`src/rtl/trace_stream_logger.sv`:
```
// Packs 2**sel trace lanes into WIDTH-bit words and writes them to a circular memory, either as a
// triggered ring capture with a post-trigger window (TRACE) or as a trigger-gated FIFO (STREAM).
module trace_stream_logger #(
  parameter int WIDTH      = 32,
  parameter int MAX_TRACES = 8,
  parameter int ADDR_WIDTH = 8,
  parameter int SEL_BITS   = 2
) (
  input  logic                     clk_i,
  input  logic                     rst_ni,
  input  logic                     config_update_i,
  input  logic                     mode_i,
  input  logic [SEL_BITS-1:0]      ntrace_sel_i,
  input  logic [ADDR_WIDTH-1:0]    delay_i,
  input  logic                     sample_en_i,
  input  logic                     trig_i,
  input  logic [MAX_TRACES-1:0]    trace_i,
  output logic                     write_o,
  input  logic                     write_allow_i,
  output logic [ADDR_WIDTH-1:0]    write_ptr_o,
  output logic [WIDTH-1:0]         dmem_o,
  output logic                     read_o,
  output logic [ADDR_WIDTH-1:0]    read_ptr_o,
  input  logic [WIDTH-1:0]         dmem_i,
  output logic [WIDTH-1:0]         stream_o,
  output logic                     stream_valid_o,
  input  logic                     stream_ready_i,
  output logic                     trig_event_o,
  output logic [ADDR_WIDTH-1:0]    event_ptr_o,
  output logic [$clog2(WIDTH)-1:0] event_pos_o,
  output logic                     done_o,
  output logic                     overflow_o,
  output logic [ADDR_WIDTH:0]      fill_o
);

  localparam int PW  = $clog2(WIDTH);
  localparam int PW1 = PW + 1;
  localparam int LW  = $clog2(MAX_TRACES);
  localparam int AW1 = ADDR_WIDTH + 1;
  localparam logic [ADDR_WIDTH:0] DEPTH = AW1'(2 ** ADDR_WIDTH);

  typedef enum logic [1:0] {
    ST_ARMED  = 2'd0,
    ST_POST   = 2'd1,
    ST_DONE   = 2'd2,
    ST_STREAM = 2'd3
  } state_t;

  state_t                state_q, state_d;
  logic                  mode_q;
  logic [SEL_BITS-1:0]   sel_q;
  logic [ADDR_WIDTH-1:0] delay_q;
  logic [PW-1:0]         idx_q, idx_d;
  logic [WIDTH-1:0]      word_q, word_d;
  logic                  pend_valid_q, pend_valid_d;
  logic [WIDTH-1:0]      pend_data_q, pend_data_d;
  logic [ADDR_WIDTH-1:0] wptr_q, wptr_d;
  logic [ADDR_WIDTH-1:0] rptr_q, rptr_d;
  logic [ADDR_WIDTH:0]   fill_q, fill_d;
  logic                  rd_q, rd_d;
  logic                  hold_valid_q, hold_valid_d;
  logic [WIDTH-1:0]      hold_q, hold_d;
  logic                  trig_q, trig_d;
  logic [ADDR_WIDTH-1:0] eptr_q, eptr_d;
  logic [PW-1:0]         epos_q, epos_d;
  logic                  over_q, over_d;
  logic [ADDR_WIDTH:0]   left_q, left_d;

  logic [PW:0]        nlog_c;
  logic [PW:0]        nlanes_c;
  logic [PW:0]        spw_c;
  logic [PW-1:0]      last_idx_c;
  logic [PW-1:0]      pos_c;
  logic [WIDTH-1:0]   lane_mask_c;
  logic [WIDTH-1:0]   sample_c;
  logic [WIDTH-1:0]   word_next_c;
  logic               full_c;
  logic               empty_c;
  logic               write_c;
  logic               push_c;
  logic               out_valid_c;
  logic               read_c;
  logic               trig_hit_c;
  logic               store_c;
  logic               complete_c;
  logic [WIDTH-1:0]   stream_c;

  // Lane geometry: N = 2**sel capped at MAX_TRACES, S = WIDTH/N samples per word.
  always_comb begin
    if (int'(sel_q) > LW) begin
      nlog_c = PW1'(LW);
    end else begin
      nlog_c = PW1'(sel_q);
    end
    nlanes_c    = PW1'(1) << nlog_c;
    spw_c       = PW1'(WIDTH) >> nlog_c;
    last_idx_c  = PW'(spw_c - PW1'(1));
    pos_c       = idx_q << nlog_c;
    lane_mask_c = (WIDTH'(1) << nlanes_c) - WIDTH'(1);
    sample_c    = WIDTH'(trace_i) & lane_mask_c;
    word_next_c = (word_q & ~(lane_mask_c << pos_c)) | (sample_c << pos_c);
  end

  always_comb begin
    full_c      = (fill_q == DEPTH);
    empty_c     = (fill_q == '0);
    write_c     = pend_valid_q && write_allow_i && (state_q != ST_DONE) && !(mode_q && full_c);
    push_c      = write_c && mode_q;
    out_valid_c = rd_q || hold_valid_q;
    read_c      = mode_q && !empty_c && (!out_valid_c || stream_ready_i);
    trig_hit_c  = (state_q == ST_ARMED) && sample_en_i && trig_i;
    // STREAM/ARMED discards everything except the trigger sample itself.
    store_c     = sample_en_i && ((state_q == ST_POST) || (state_q == ST_STREAM) ||
                  ((state_q == ST_ARMED) && (!mode_q || trig_i)));
    complete_c  = store_c && (idx_q == last_idx_c);
    stream_c    = rd_q ? dmem_i : hold_q;
  end

  always_comb begin
    state_d = state_q;
    case (state_q)
      ST_ARMED: begin
        if (trig_hit_c) begin
          state_d = mode_q ? ST_STREAM : ST_POST;
        end
      end
      ST_POST: begin
        if (write_c && (left_q == AW1'(1))) begin
          state_d = ST_DONE;
        end
      end
      default: state_d = state_q;
    endcase
  end

  always_comb begin
    idx_d        = idx_q;
    word_d       = word_q;
    pend_valid_d = pend_valid_q;
    pend_data_d  = pend_data_q;
    over_d       = over_q;
    if (write_c) begin
      pend_valid_d = 1'b0;
    end
    if (store_c) begin
      word_d = word_next_c;
      idx_d  = complete_c ? '0 : idx_q + PW'(1);
    end
    // A word completing while the previous one is still stuck is lost.
    if (complete_c) begin
      if (!pend_valid_q || write_c) begin
        pend_valid_d = 1'b1;
        pend_data_d  = word_next_c;
      end else begin
        over_d = 1'b1;
      end
    end
  end

  always_comb begin
    trig_d = trig_q;
    eptr_d = eptr_q;
    epos_d = epos_q;
    left_d = left_q;
    if (trig_hit_c) begin
      trig_d = 1'b1;
      eptr_d = wptr_q + ADDR_WIDTH'(pend_valid_q);
      epos_d = pos_c;
      // Writes still to come in POST: any older pending word, the trigger word, then DELAY more.
      left_d = {1'b0, delay_q} + AW1'(1) + AW1'(pend_valid_q && !write_c);
    end else if ((state_q == ST_POST) && write_c) begin
      left_d = left_q - AW1'(1);
    end
  end

  always_comb begin
    wptr_d       = write_c ? wptr_q + ADDR_WIDTH'(1) : wptr_q;
    rptr_d       = read_c ? rptr_q + ADDR_WIDTH'(1) : rptr_q;
    rd_d         = read_c;
    hold_valid_d = out_valid_c && !stream_ready_i;
    hold_d       = (out_valid_c && !stream_ready_i) ? stream_c : hold_q;
    case ({push_c, read_c})
      2'b10:   fill_d = fill_q + AW1'(1);
      2'b01:   fill_d = fill_q - AW1'(1);
      default: fill_d = fill_q;
    endcase
  end

  always_ff @(posedge clk_i) begin
    if (!rst_ni) begin
      mode_q  <= 1'b0;
      sel_q   <= '0;
      delay_q <= '0;
    end else if (config_update_i) begin
      mode_q  <= mode_i;
      sel_q   <= ntrace_sel_i;
      delay_q <= delay_i;
    end
  end

  // Update restarts capture exactly like reset; only the config registers above differ.
  always_ff @(posedge clk_i) begin
    if (!rst_ni || config_update_i) begin
      state_q      <= ST_ARMED;
      idx_q        <= '0;
      word_q       <= '0;
      pend_valid_q <= 1'b0;
      pend_data_q  <= '0;
      wptr_q       <= '0;
      rptr_q       <= '0;
      fill_q       <= '0;
      rd_q         <= 1'b0;
      hold_valid_q <= 1'b0;
      hold_q       <= '0;
      trig_q       <= 1'b0;
      eptr_q       <= '0;
      epos_q       <= '0;
      over_q       <= 1'b0;
      left_q       <= '0;
    end else begin
      state_q      <= state_d;
      idx_q        <= idx_d;
      word_q       <= word_d;
      pend_valid_q <= pend_valid_d;
      pend_data_q  <= pend_data_d;
      wptr_q       <= wptr_d;
      rptr_q       <= rptr_d;
      fill_q       <= fill_d;
      rd_q         <= rd_d;
      hold_valid_q <= hold_valid_d;
      hold_q       <= hold_d;
      trig_q       <= trig_d;
      eptr_q       <= eptr_d;
      epos_q       <= epos_d;
      over_q       <= over_d;
      left_q       <= left_d;
    end
  end

  assign write_o        = write_c;
  assign write_ptr_o    = wptr_q;
  assign dmem_o         = pend_data_q;
  assign read_o         = read_c;
  assign read_ptr_o     = rptr_q;
  assign stream_o       = stream_c;
  assign stream_valid_o = out_valid_c;
  assign trig_event_o   = trig_q;
  assign event_ptr_o    = eptr_q;
  assign event_pos_o    = epos_q;
  assign done_o         = (state_q == ST_DONE);
  assign overflow_o     = over_q;
  assign fill_o         = fill_q;

endmodule

```
`config.mk`:
```
export PLATFORM = sky130hd
export DESIGN_NAME = trace_stream_logger
export DESIGN_NICKNAME = d
export VERILOG_FILES = /design/src/rtl/trace_stream_logger.sv
export SDC_FILE = /design/constraint.sdc
export NUM_CORES = 1
export LEC_CHECK = 0
export CORE_MARGIN = 5
export CORE_UTILIZATION = 36
export CTS_CLUSTER_SIZE = 16
export DETAILED_ROUTE_END_ITERATION = 10
export SLEW_MARGIN = 25
export SYNTH_ARGS = -nofsm -noshare
export SYNTH_HDL_FRONTEND = slang
export SYNTH_SLANG_ARGS = --single-unit
```
`constraint.sdc`:
```
create_clock -name clk_i -period 3.9 [get_ports clk_i]
set_clock_uncertainty 0.15 [all_clocks]
set_input_delay 0.78 -clock clk_i [delete_from_list [all_inputs] [get_ports clk_i]]
set_output_delay 0.78 -clock clk_i [all_outputs]
set_load 0.05 [all_outputs]
```
; Word-level counts from Yosys, hierarchy flattened
; Cells that the tools add are included.
[word_totals]
regBits = 166
out_inout_bits = 108
wordCells = 103
input_bits = 58
[op_classes]
n_eq_ne = 11
reduce_logical = 39
bitwise_logic = 5
muxes = 12
n_shift = 6
add_sub_neg = 11
[op_table]
columns = op, count
row1 = $shl 32x5->32, 2
row2 = $and 32x32->32, 1
row3 = $and 8x32->32, 1
row4 = $mux 32, 1
row5 = $not 32->32, 1
row6 = $or 32x32->32, 1
row7 = $shl 1x6->32 const A, 1
row8 = $sub 32x2->32 const B, 1
row9 = $mux 9, 2
row10 = $pmux 9 s2, 1
row11 = $sub 9x1->9 const B, 2
row12 = $add 8x1->8 const B, 2
row13 = $logic_and 1x1->1, 16
row14 = $add 8x1->9 const B, 1
row15 = $add 9x1->9, 1
row16 = $add 9x1->9 const B, 1
row17 = $eq 9x1->1 const B, 1
row18 = $eq 9x9->1 const B, 1
row19 = $logic_not 9->1, 1
row20 = $add 8x1->8, 1
row21 = $logic_not 1->1, 8
row22 = $logic_or 1x1->1, 7
row23 = $eq 2x2->1 const B, 3
row24 = $mux 2, 3
row25 = 17 further kinds, 24

; Depth between registers and ports, before layout
; Gate-level depths: netlist of run 1.
[depth]
ltp_word = 8
ltp_mapped = 13

; Worst setup path after synthesis of run 1
; Ideal clock, no wire load.
[synth_timing]
path_kind = in2reg
startpoint = in stream_ready_i
endpoint = reg fill_q[8] (netlist: fill_o[8])
path_stages = 11
t_required_ps = 3622
slack_ps = -69
t_arrival_ps = 3691
path_cell_list = o21ba_2 a311oi_2 ha_1 inv_1 fa_1 nand2b_1 a21oi_1 o31ai_1 mux2i_1 xnor2_1 nor2_1
[synth_via]
elab_chain_cells = 4
[synth_rtl]
columns = item, line_no
row1 = start: declaration, 27  ; input logic stream_ready_i,
row2 = $logic_or 1x1->1 (*), 110  ; read_c = mode_q && !empty_c && (!out_valid_c || stream_ready_i);
row3 = $logic_and 1x1->1 (*), 110
row4 = via read_o, 22  ; output logic read_o,
row5 = $eq 2x1->1 / $eq 2x2->1 (equally long branches), 182  ; case ({push_c, read_c})
row6 = $pmux 9 s2 / $reduce_bool 2->1 (equally long branches), n/a
row7 = end signal: assignment, 228  ; fill_q <= fill_d;
row8 = end: declaration, 59  ; logic [ADDR_WIDTH:0] fill_q, fill_d;
; Mark *: on every way through the listed nets, which the timed path passes. The rest lies on a longest branch.
; A chain may end at the register's enable or synchronous reset.

; Worst setup path in the final report of run 1
[layout_timing]
startpoint = in stream_ready_i
endpoint = reg fill_q[8] (netlist: fill_o[8])
[layout_via]
elab_chain_cells = 4
[layout_rtl]
columns = item, line_no
row1 = $logic_or 1x1->1 (*), 110
row2 = $logic_and 1x1->1 (*), 110
row3 = $eq 2x1->1 / $eq 2x2->1 (equally long branches), 182
row4 = $pmux 9 s2 / $reduce_bool 2->1 (equally long branches), n/a
; Every way passes the cells marked *; elsewhere a longest branch is shown, timed or not.

==> impl_metrics.json, run 1 <==
{
  "status": "completed",
  "setup_viol": 0,
  "postRouteAntennaNets": 0,
  "cts-root-buf": "clkbuf_16",
  "wire_per_inst_um": 18.8,
  "multi_input_area_mm2": 0.00574,
  "synth_compound_area_share_pct": 23.8,
  "overflow": 0,
  "synth_cell_types": 92,
  "final_cell_mix": "dfxtp_1, clkdlybuf4s50_1, nand2_1, a21oi_1, nor2_1",
  "finalMaxSlewViolations": 0,
  "first_pass_iters": 7,
  "fin_area_mm2": 0.0121,
  "min_period_over_period_pct": 87.1,
  "die_area_mm2": 0.0299,
  "synth_edf_count": 0,
  "initial_core_util_pct": 36.6,
  "antenna_found_initial": 0,
  "remaining_drc_errors": 0,
  "place_congestion": 0.953,
  "grt_use_total_pct": 19.7,
  "hold_violations": 0,
  "ios": 166,
  "area_delta_synth_final_pct": 27.2,
  "clkTransAtPathRegs_ns": 0.07,
  "maxCapViolations": 0,
  "drt_iter0_markers": 755,
  "avgSynthCellArea_um2": 8.33,
  "yosys.area_share.simple_pct": 21.5,
  "dp_hpwl_mm": 22.3,
  "vias": 9019,
  "diodes": 0,
  "period_minus_slack_ns": 3.40,
  "register_area_mm2": 0.00332,
  "core_area_mm2": 0.0261,
  "place_area_mm2": 0.0115,
  "synth_adder_area_share_pct": 3.22,
  "final_nets": 1359,
  "p_per_area_mw_per_mm2": 329,
  "p_leak_nw": 4.17,
  "crit_start": "stream_ready_i",
  "grt_max_degree": 66,
  "synth_top_family_by_area": "compound AO/OA/AOI/OAI gates",
  "syn_inst": 1146,
  "worstPathRequired_ns": 4.05,
  "ys_ff_latch": 166,
  "arrival_ns": 3.55,
  "crit_fanout": 9,
  "synth_nets": 1228,
  "final_common_cell": "dfxtp_1",
  "start_kind": "input port",
  "die_x_um": 173,
  "drive_gt1_share_pct": 11.3,
  "grt_pass1_vias": 8602,
  "vias_per_cell": 5.55,
  "fin_tns_setup_ns": 0,
  "drt_wl_total_mm": 30.6,
  "min-delay-start": "event_pos_o[4]$_SDFFE_PP0P_",
  "clock-sinks": 166,
  "htree_num_levels": 4,
  "hold_buffers": 0,
  "synth_xor_area_share_pct": 3.76,
  "ir_worst_vdd_mv": 0.293,
  "grt_setup_unrepaired": "no",
  "numCtsBuffers": 17,
  "report.power.total_mw": 4.00,
  "cts_setup_buffers": 0,
  "clkLatencyLatePin_ns": 0.44,
  "worst_slew_pin_slew_ns": 0.943,
  "critPathCaptureType": "flip-flop",
  "ctsResizeCount": 0,
  "io_buffers": 165,
  "synth_ff_type": "dfxtp_1",
  "clk_path_buf_depth": 2,
  "yosysSeqAreaShare_pct": 34.8,
  "die_y_um": 173,
  "num_rows": 59,
  "n_fill_cell": 2539,
  "synthMuxAreaShare_pct": 7.50,
  "async_flop_share_pct": 0,
  "syn_area_mm2": 0.00955,
  "relSlewSlack_pct": 35.5,
  "cts_tree": "built",
  "grt_pass1_wl_mm": 48.9,
  "timing.fmax_ghz": 0.294,
  "r2r-start": "sel_q[0]$_SDFFE_PN0P_",
  "min_path_type": "reg2reg",
  "crit_type": "in2reg",
  "yosys_warnings": 0
}
-- power breakdown --
part           switching (mW)  leakage, nW  internal, mW
sequential             0.0183         1.34          1.71
combinational           0.213         2.50         0.144
clock                   0.799        0.325          1.11
-- worst paths after layout --
kind	to	slack, ns	depth (start not counted)
worst max-delay path	fill_o[8]$_SDFFE_PP0P_	0.50	12
worst min-delay path	event_pos_o[4]$_SDFFE_PP0P_	0.31	2
worst max register to register	word_q[14]$_SDFFE_PP0P_	0.52	9
worst min register to register	event_pos_o[4]$_SDFFE_PP0P_	0.31	2
-- critical path, stage by stage --
cell and delay [ns]:
clkdlybuf4s50_1 0.44, o21ba_2 0.18, a311oi_4 0.28, ha_1 0.40, inv_1 0.12, fa_1 0.41, nand2b_1 0.18, a21oi_1 0.22
o31ai_1 0.12, mux2i_1 0.20, xnor2_1 0.16, nor2_1 0.05
-- kinds of logic after synthesis --
family	Yosys count
compound gates	340
xor+xnor	41
fa+ha+maj	24
buf+inv	108
flops	166
mux	62
other cells	2
simple gates	403
-- state kept, by name, summed over array words and instances (netlist names), 8 cells and up --
register,count
dmem_o,32
hold_q,32
word_q,32
fill_o,9
left_q,9
delay_q,8
event_ptr_o,8
read_ptr_o,8
write_ptr_o,8
-- routing by layer --
metal / part of all wire [%] / global-route usage (%) / vias to the layer above / wire, um
met5: 0 / 0 / - / 0
met4: 3.1 / 7.14 / 0 / 954
met3: 6.5 / 4.04 / 53 / 1980
met2: 46 / 32.0 / 324 / 13900
met1: 45 / 26.1 / 4256 / 13700
li1: - / - / 4386 / -
-- Yosys cell counts, types with 4 or more instances --
cell	instances	area [um2]
a211oi_1	23	173
a211oi_2	6	75.1
a21o_1	6	45.0
a21oi_1	102	510
a221oi_1	4	35.0
a22oi_1	8	60.1
a2bb2oi_1	4	35.0
a31oi_1	13	81.3
a32oi_1	6	52.6
and2_1	7	43.8
and3_1	11	68.8
buf_2	20	100
buf_4	6	45.0
buf_6	4	45.0
clkbuf_1	47	176
dfxtp_1	166	3320
ha_1	23	288
inv_1	26	97.6
mux2_2	36	405
mux2i_1	22	220
nand2_1	117	439
nand2b_1	43	269
nand3_1	40	200
nand4_1	14	87.6
nor2_1	86	323
nor2b_1	29	181
nor3_1	15	75.1
nor3b_1	6	45.0
nor4_1	4	25.0
o211ai_1	8	60.1
o21a_1	6	45.0
o21ai_0	67	335
o21ai_1	5	25.0
o221ai_1	4	35.0
o22a_1	5	43.8
o22ai_1	18	113
o31a_1	5	43.8
o31ai_1	7	52.6
or2_2	6	37.5
or3_1	5	31.3
xnor2_1	17	149
xor2_1	24	210
-- final cells by class --
| cell class | instances | share of cell area, % |
|---|---|---|
| inverters | 27 | 0.835 |
| well taps | 335 | 3.45 |
| repair buffers | 193 | 15.6 |
| flip-flops and latches | 166 | 27.4 |
| clock inverters | 15 | 1.95 |
| clock buffers | 17 | 3.50 |
| multi-input cells | 872 | 47.3 |
-- stage by stage --
stage	hold WS, ns	setup slack [ns]	util, %	instances
finish	0.312	0.503	46.6	1625
detailed placement	0.305	0.0822	44.1	1593
floorplan	0.294	0.238	-	1146
global route	0.334	0.285	46.6	1625
CTS	0.317	0.512	46.6	1625
global placement	0.295	0.131	44.1	1593
Note: power is estimated with default switching activity, not from simulation.
==> run 2, diff against run 1 <==
- CORE_UTILIZATION: 36 -> 35
==> run 2 against run 1 <==
Against the previous run: clock-buffer cell count is the same; sequential share of layout area increased by 0.068 points; design area decreased by 0.25%; global-route usage fell by 0.57 points; setup slack got worse by 0.0036 ns; fmax decreased by 0.11%; flip-flop and latch count is the same; largest cell class unchanged.
==> impl_metrics.json, run 2 (synthesis gave the netlist of run 1 again) <==
{
  "cts-root-buf": "clkbuf_16",
  "wire_per_inst_um": 18.5,
  "vias": 8917,
  "min-delay-start": "event_ptr_o[1]$_SDFFE_PP0P_",
  "final_nets": 1362,
  "area_delta_synth_final_pct": 26.9,
  "crit_fanout": 9,
  "vias_per_cell": 5.46,
  "reg2reg_slack_ns": 0.62,
  "numCtsBuffers": 17,
  "multi_input_area_mm2": 0.00574,
  "r2r-start": "fill_o[0]$_SDFFE_PP0P_",
  "io_buffers": 165,
  "clkTransAtPathRegs_ns": 0.08,
  "status": "completed",
  "p_per_area_mw_per_mm2": 315,
  "relSlewSlack_pct": 33.2,
  "clkLatencyLatePin_ns": 0.43,
  "crit_chain": "clkdlybuf4s50_1 -> o21ba_2 -> a311oi_4 -> ha_1 -> inv_1 -> fa_1 -> nand2b_1 -> a21oi_1 -> o31ai_1 -> mux2i_1 -> xnor2_1 -> nor2_1",
  "drive_gt1_share_pct": 11.5,
  "antenna_found_initial": 0,
  "min_to": "event_ptr_o[1]$_SDFFE_PP0P_",
  "overflow": 0,
  "maxCapViolations": 0,
  "grt_max_degree": 66,
  "rr_worst_depth": 12,
  "drt_iter0_markers": 708,
  "min_period_over_period_pct": 87.2,
  "ctsResizeCount": 0,
  "timing.fmax_ghz": 0.294,
  "switching_share_pct": 27.2,
  "register_area_mm2": 0.00332,
  "min_path_type": "reg2reg",
  "ios": 166,
  "grt_setup_unrepaired": "no",
  "start_kind": "input port",
  "hold_violations": 0,
  "grt_use_total_pct": 19.2,
  "ir_worst_vdd_mv": 0.307,
  "n_fill_cell": 2652,
  "initial_core_util_pct": 35.5,
  "power.share.combinational_pct": 9.4,
  "setup_viol": 0,
  "final_cell_mix": "dfxtp_1, clkdlybuf4s50_1, nand2_1, a21oi_1, nor2_1",
  "seq_power_share_pct": 45.3,
  "whs_path_depth": 2,
  "grt_pass1_vias": 8468,
  "remaining_drc_errors": 0,
  "slowest_delay_ns": 0.45,
  "clock-sinks": 166,
  "die_x_um": 175,
  "cts_setup_buffers": 0,
  "postRouteAntennaNets": 0,
  "critPathCaptureType": "flip-flop",
  "htree_num_levels": 4,
  "clk_path_buf_depth": 2,
  "num_rows": 60,
  "die_area_mm2": 0.0307,
  "finalHoldWorstSlack_ns": 0.309,
  "switchingPower_mw": 1.04,
  "final_common_cell": "dfxtp_1",
  "drt_wl_total_mm": 30.3,
  "finalMaxSlewViolations": 0,
  "grt_pass1_wl_mm": 47.7,
  "r2r_end": "fill_o[8]$_SDFFE_PP0P_",
  "diodes": 0,
  "first_pass_iters": 7,
  "p_clk_share_pct": 45.2,
  "crit_slowest_cell": "clkdlybuf4s50_1",
  "die_y_um": 175,
  "worst_slew_pin_slew_ns": 0.976,
  "core_area_mm2": 0.0269,
  "fin_tns_setup_ns": 0,
  "arrival_ns": 3.56,
  "intPower_mw": 2.78,
  "hold_buffers": 0,
  "place_congestion": 0.951,
  "worstPathRequired_ns": 4.06,
  "period_minus_slack_ns": 3.40,
  "crit_type": "in2reg",
  "cts_tree": "built",
  "dp_hpwl_mm": 22.1,
  "p_leak_nw": 4.15
}
run 2: changes by cell type in the layout (fill, tap and decap cells not counted):
cell	change
buf_4	+3
bufinv_16	-3
clkinv_4	-1
clkinv_8	+1
clkinvlp_4	+1
inv_6	+3
inv_8	-1
run 2: worst max-delay path by stage:
stage,startpoint,to,depth (start not counted)
final,stream_ready_i,fill_o[8]$_SDFFE_PP0P_,12
after global routing,stream_ready_i,fill_o[8]$_SDFFE_PP0P_,12
after CTS,stream_ready_i,fill_o[8]$_SDFFE_PP0P_,12
after detailed placement,stream_ready_i,fill_o[8]$_SDFFE_PP0P_,12
after global placement,stream_ready_i,fill_o[8]$_SDFFE_PP0P_,12
after floorplan,stream_ready_i,fill_o[8]$_SDFFE_PP0P_,11
run 2: area by class of cell:
class / count / share of cell area (%)
multi-input combinational: 872 / 47.4
sequential: 166 / 27.4
timing repair buffer: 196 / 15.8
tap: 341 / 3.52
clock buffer: 17 / 3.51
clock inverter: 15 / 1.46
inverter: 27 / 0.837
run 2: metal layers:
layer  track usage (%)  wire length [um]
met2              31.1             14000
met1              25.0             13500
met3              5.21              2160
met5                 0                 0
met4              5.73               668
run 2: per-stage QoR:
stage | total power [mW] | instances | setup WS (ns) | util (%) | cell area (um2)
floorplan | 1.98 | 1146 | 0.238 | - | 9560
global route | 3.97 | 1634 | 0.309 | 45.1 | 12100
global placement | 2.12 | 1602 | 0.143 | 42.8 | 11500
CTS | 3.86 | 1634 | 0.524 | 45.1 | 12100
finish | 3.82 | 1634 | 0.499 | 45.1 | 12100
detailed placement | 2.13 | 1602 | 0.0782 | 42.8 | 11500
run 2: power by group through the flow:
stage | Combinational, mW | Clock, mW | Sequential, mW
floorplan | 0.206 | 0 | 1.77
global placement | 0.354 | 0 | 1.77
detailed placement | 0.356 | 0 | 1.77
CTS | 0.357 | 1.77 | 1.73
global route | 0.390 | 1.85 | 1.73
finish | 0.360 | 1.73 | 1.73
run 2: worst max-delay path: cells and delay by family:
family          cells  cell delay (ns)
compound gates      4             0.79
simple gates        2             0.24
xor+xnor            1             0.14
buf+inv             2             0.57
mux                 1             0.20
fa+ha+maj           2             0.83
==> run 3, diff against run 2 <==
- clock period: 3.9 -> 4.25 ns (I/O delays scaled with it)
==> run 3 against run 2 <==
Against the previous run: first-iteration DRC count is 0.71% higher; clock power decreased by 8%; sequential power shrank 8%; non-clock buffer count is 1 lower; combinational power fell by 9.7%; power fell by 8.1%; die area did not move; clock-buffer cell count stayed put; design area fell by 0.19%; utilization down 0.084 points.
==> impl_metrics.json, run 3 (synthesis gave the netlist of run 1 again) <==
{
  "status": "completed",
  "overflow": 0,
  "final_nets": 1361,
  "worst_slew_pin_slew_ns": 1.04,
  "n_fill_cell": 2699,
  "area_delta_synth_final_pct": 26.7,
  "start_kind": "input port",
  "clkTransAtPathRegs_ns": 0.07,
  "grt_pass1_vias": 8467,
  "p_per_area_mw_per_mm2": 290,
  "hold_buffers": 0,
  "place_area_mm2": 0.0115,
  "cpLargestDelayFamily": "buffers and inverters",
  "drt_wl_total_mm": 30.0,
  "io_buffers": 165,
  "htree_num_levels": 4,
  "grt_setup_unrepaired": "no",
  "stdcell_count": 1633,
  "crit_top_cell": "clkdlybuf4s50_1",
  "place_inst": 1601,
  "ios": 166,
  "die_area_mm2": 0.0307,
  "period_minus_slack_ns": 3.69,
  "finalHoldWorstSlack_ns": 0.314,
  "final_cell_mix": "dfxtp_1, clkdlybuf4s50_1, nand2_1, a21oi_1, nor2_1",
  "wire_per_inst_um": 18.4,
  "arrival_ns": 2.69,
  "crit_type": "in2out",
  "initial_core_util_pct": 35.5,
  "die_x_um": 175,
  "vias": 8954,
  "relSlewSlack_pct": 29.8,
  "final_common_cell": "dfxtp_1",
  "timing.fmax_ghz": 0.271,
  "dp_hpwl_mm": 21.9,
  "clock-sinks": 166,
  "die_y_um": 175,
  "report.power.total_mw": 3.51,
  "finalMaxSlewViolations": 0,
  "diodes": 0,
  "crit_fanout": 7,
  "grt_max_degree": 66,
  "place_congestion": 0.952,
  "grt_use_total_pct": 19.2,
  "remaining_drc_errors": 0,
  "antenna_found_initial": 0,
  "vias_per_cell": 5.48,
  "grt_pass1_wl_mm": 47.6,
  "drt_iter0_markers": 713,
  "clkLatencyLatePin_ns": 0.44,
  "min_period_over_period_pct": 86.9,
  "first_pass_iters": 5,
  "crit_slowest_cell": "clkdlybuf4s50_1",
  "cts-root-buf": "clkbuf_16",
  "numCtsBuffers": 17,
  "critPathCaptureType": "output pin",
  "hold_violations": 0,
  "num_rows": 60,
  "slowest_delay_ns": 0.84,
  "register_area_mm2": 0.00332,
  "fin_area_mm2": 0.0121,
  "core_area_mm2": 0.0269,
  "postRouteAntennaNets": 0,
  "fin_tns_setup_ns": 0,
  "ir_worst_vdd_mv": 0.233,
  "maxCapViolations": 0,
  "clk_path_buf_depth": 2,
  "setup_viol": 0,
  "ctsResizeCount": 0,
  "min_path_type": "reg2reg",
  "cp_num_buf_inv": 3,
  "drive_gt1_share_pct": 11.4,
  "worstPathRequired_ns": 3.25,
  "cts_tree": "built",
  "cts_setup_buffers": 0,
  "p_leak_nw": 4.14,
  "crit_chain": "clkdlybuf4s50_1 -> nand2_1 -> a311oi_4 -> buf_4 -> clkdlybuf4s50_1",
  "multi_input_area_mm2": 0.00573
}
-- run 3: worst paths after layout --
| check | slack (ns) | to | startpoint | cells after the start |
|---|---|---|---|---|
| hold reg to reg | 0.31 | event_pos_o[4]$_SDFFE_PP0P_ | event_pos_o[4]$_SDFFE_PP0P_ | 2 |
| setup reg to reg | 0.78 | word_q[14]$_SDFFE_PP0P_ | sel_q[1]$_SDFFE_PN0P_ | 9 |
| hold / removal | 0.31 | event_pos_o[4]$_SDFFE_PP0P_ | event_pos_o[4]$_SDFFE_PP0P_ | 2 |
| setup / recovery | 0.56 | write_o | write_allow_i | 5 |
-- run 3: metal layers --
layer / track usage (%) / up-vias / routed length (um)
met5: 0 / - / 0
met4: 6.19 / 0 / 720
met3: 5.39 / 50 / 2150
li1: - / 4398 / -
met2: 30.8 / 304 / 13900
met1: 25.0 / 4202 / 13300
-- run 3: tightest hold or removal path: cells and delay by family (launching register included) --
| family | cells | cell delay (ns) |
|---|---|---|
| AO/OA/AOI/OAI | 1 | 0.05 |
| flip-flops | 1 | 0.32 |
| AND/OR/NAND/NOR | 1 | 0.05 |
-- run 3: area by class of cell --
| type | count | share of cell area (%) |
|---|---|---|
| multi-input combinational | 872 | 47.4 |
| tap | 341 | 3.53 |
| sequential | 166 | 27.5 |
| clock inverter | 15 | 1.51 |
| inverter | 27 | 0.838 |
| timing repair buffer | 195 | 15.7 |
| clock buffer | 17 | 3.52 |
-- run 3: power by group --
group          internal (mW)  switching [mW]  leakage [nW]
combinational          0.133           0.193          2.51
clock                  0.845           0.746         0.297
sequential              1.57          0.0190          1.34
total                   2.55           0.957          4.14
-- run 3: metrics by stage --
step	utilization, %	setup WS [ns]
2_1_floorplan	-	0.211
3_3_place_gp	42.7	0.445
3_5_place_dp	42.7	0.331
4_1_cts	45.0	0.545
5_1_grt	45.0	0.454
6_report	45.0	0.556
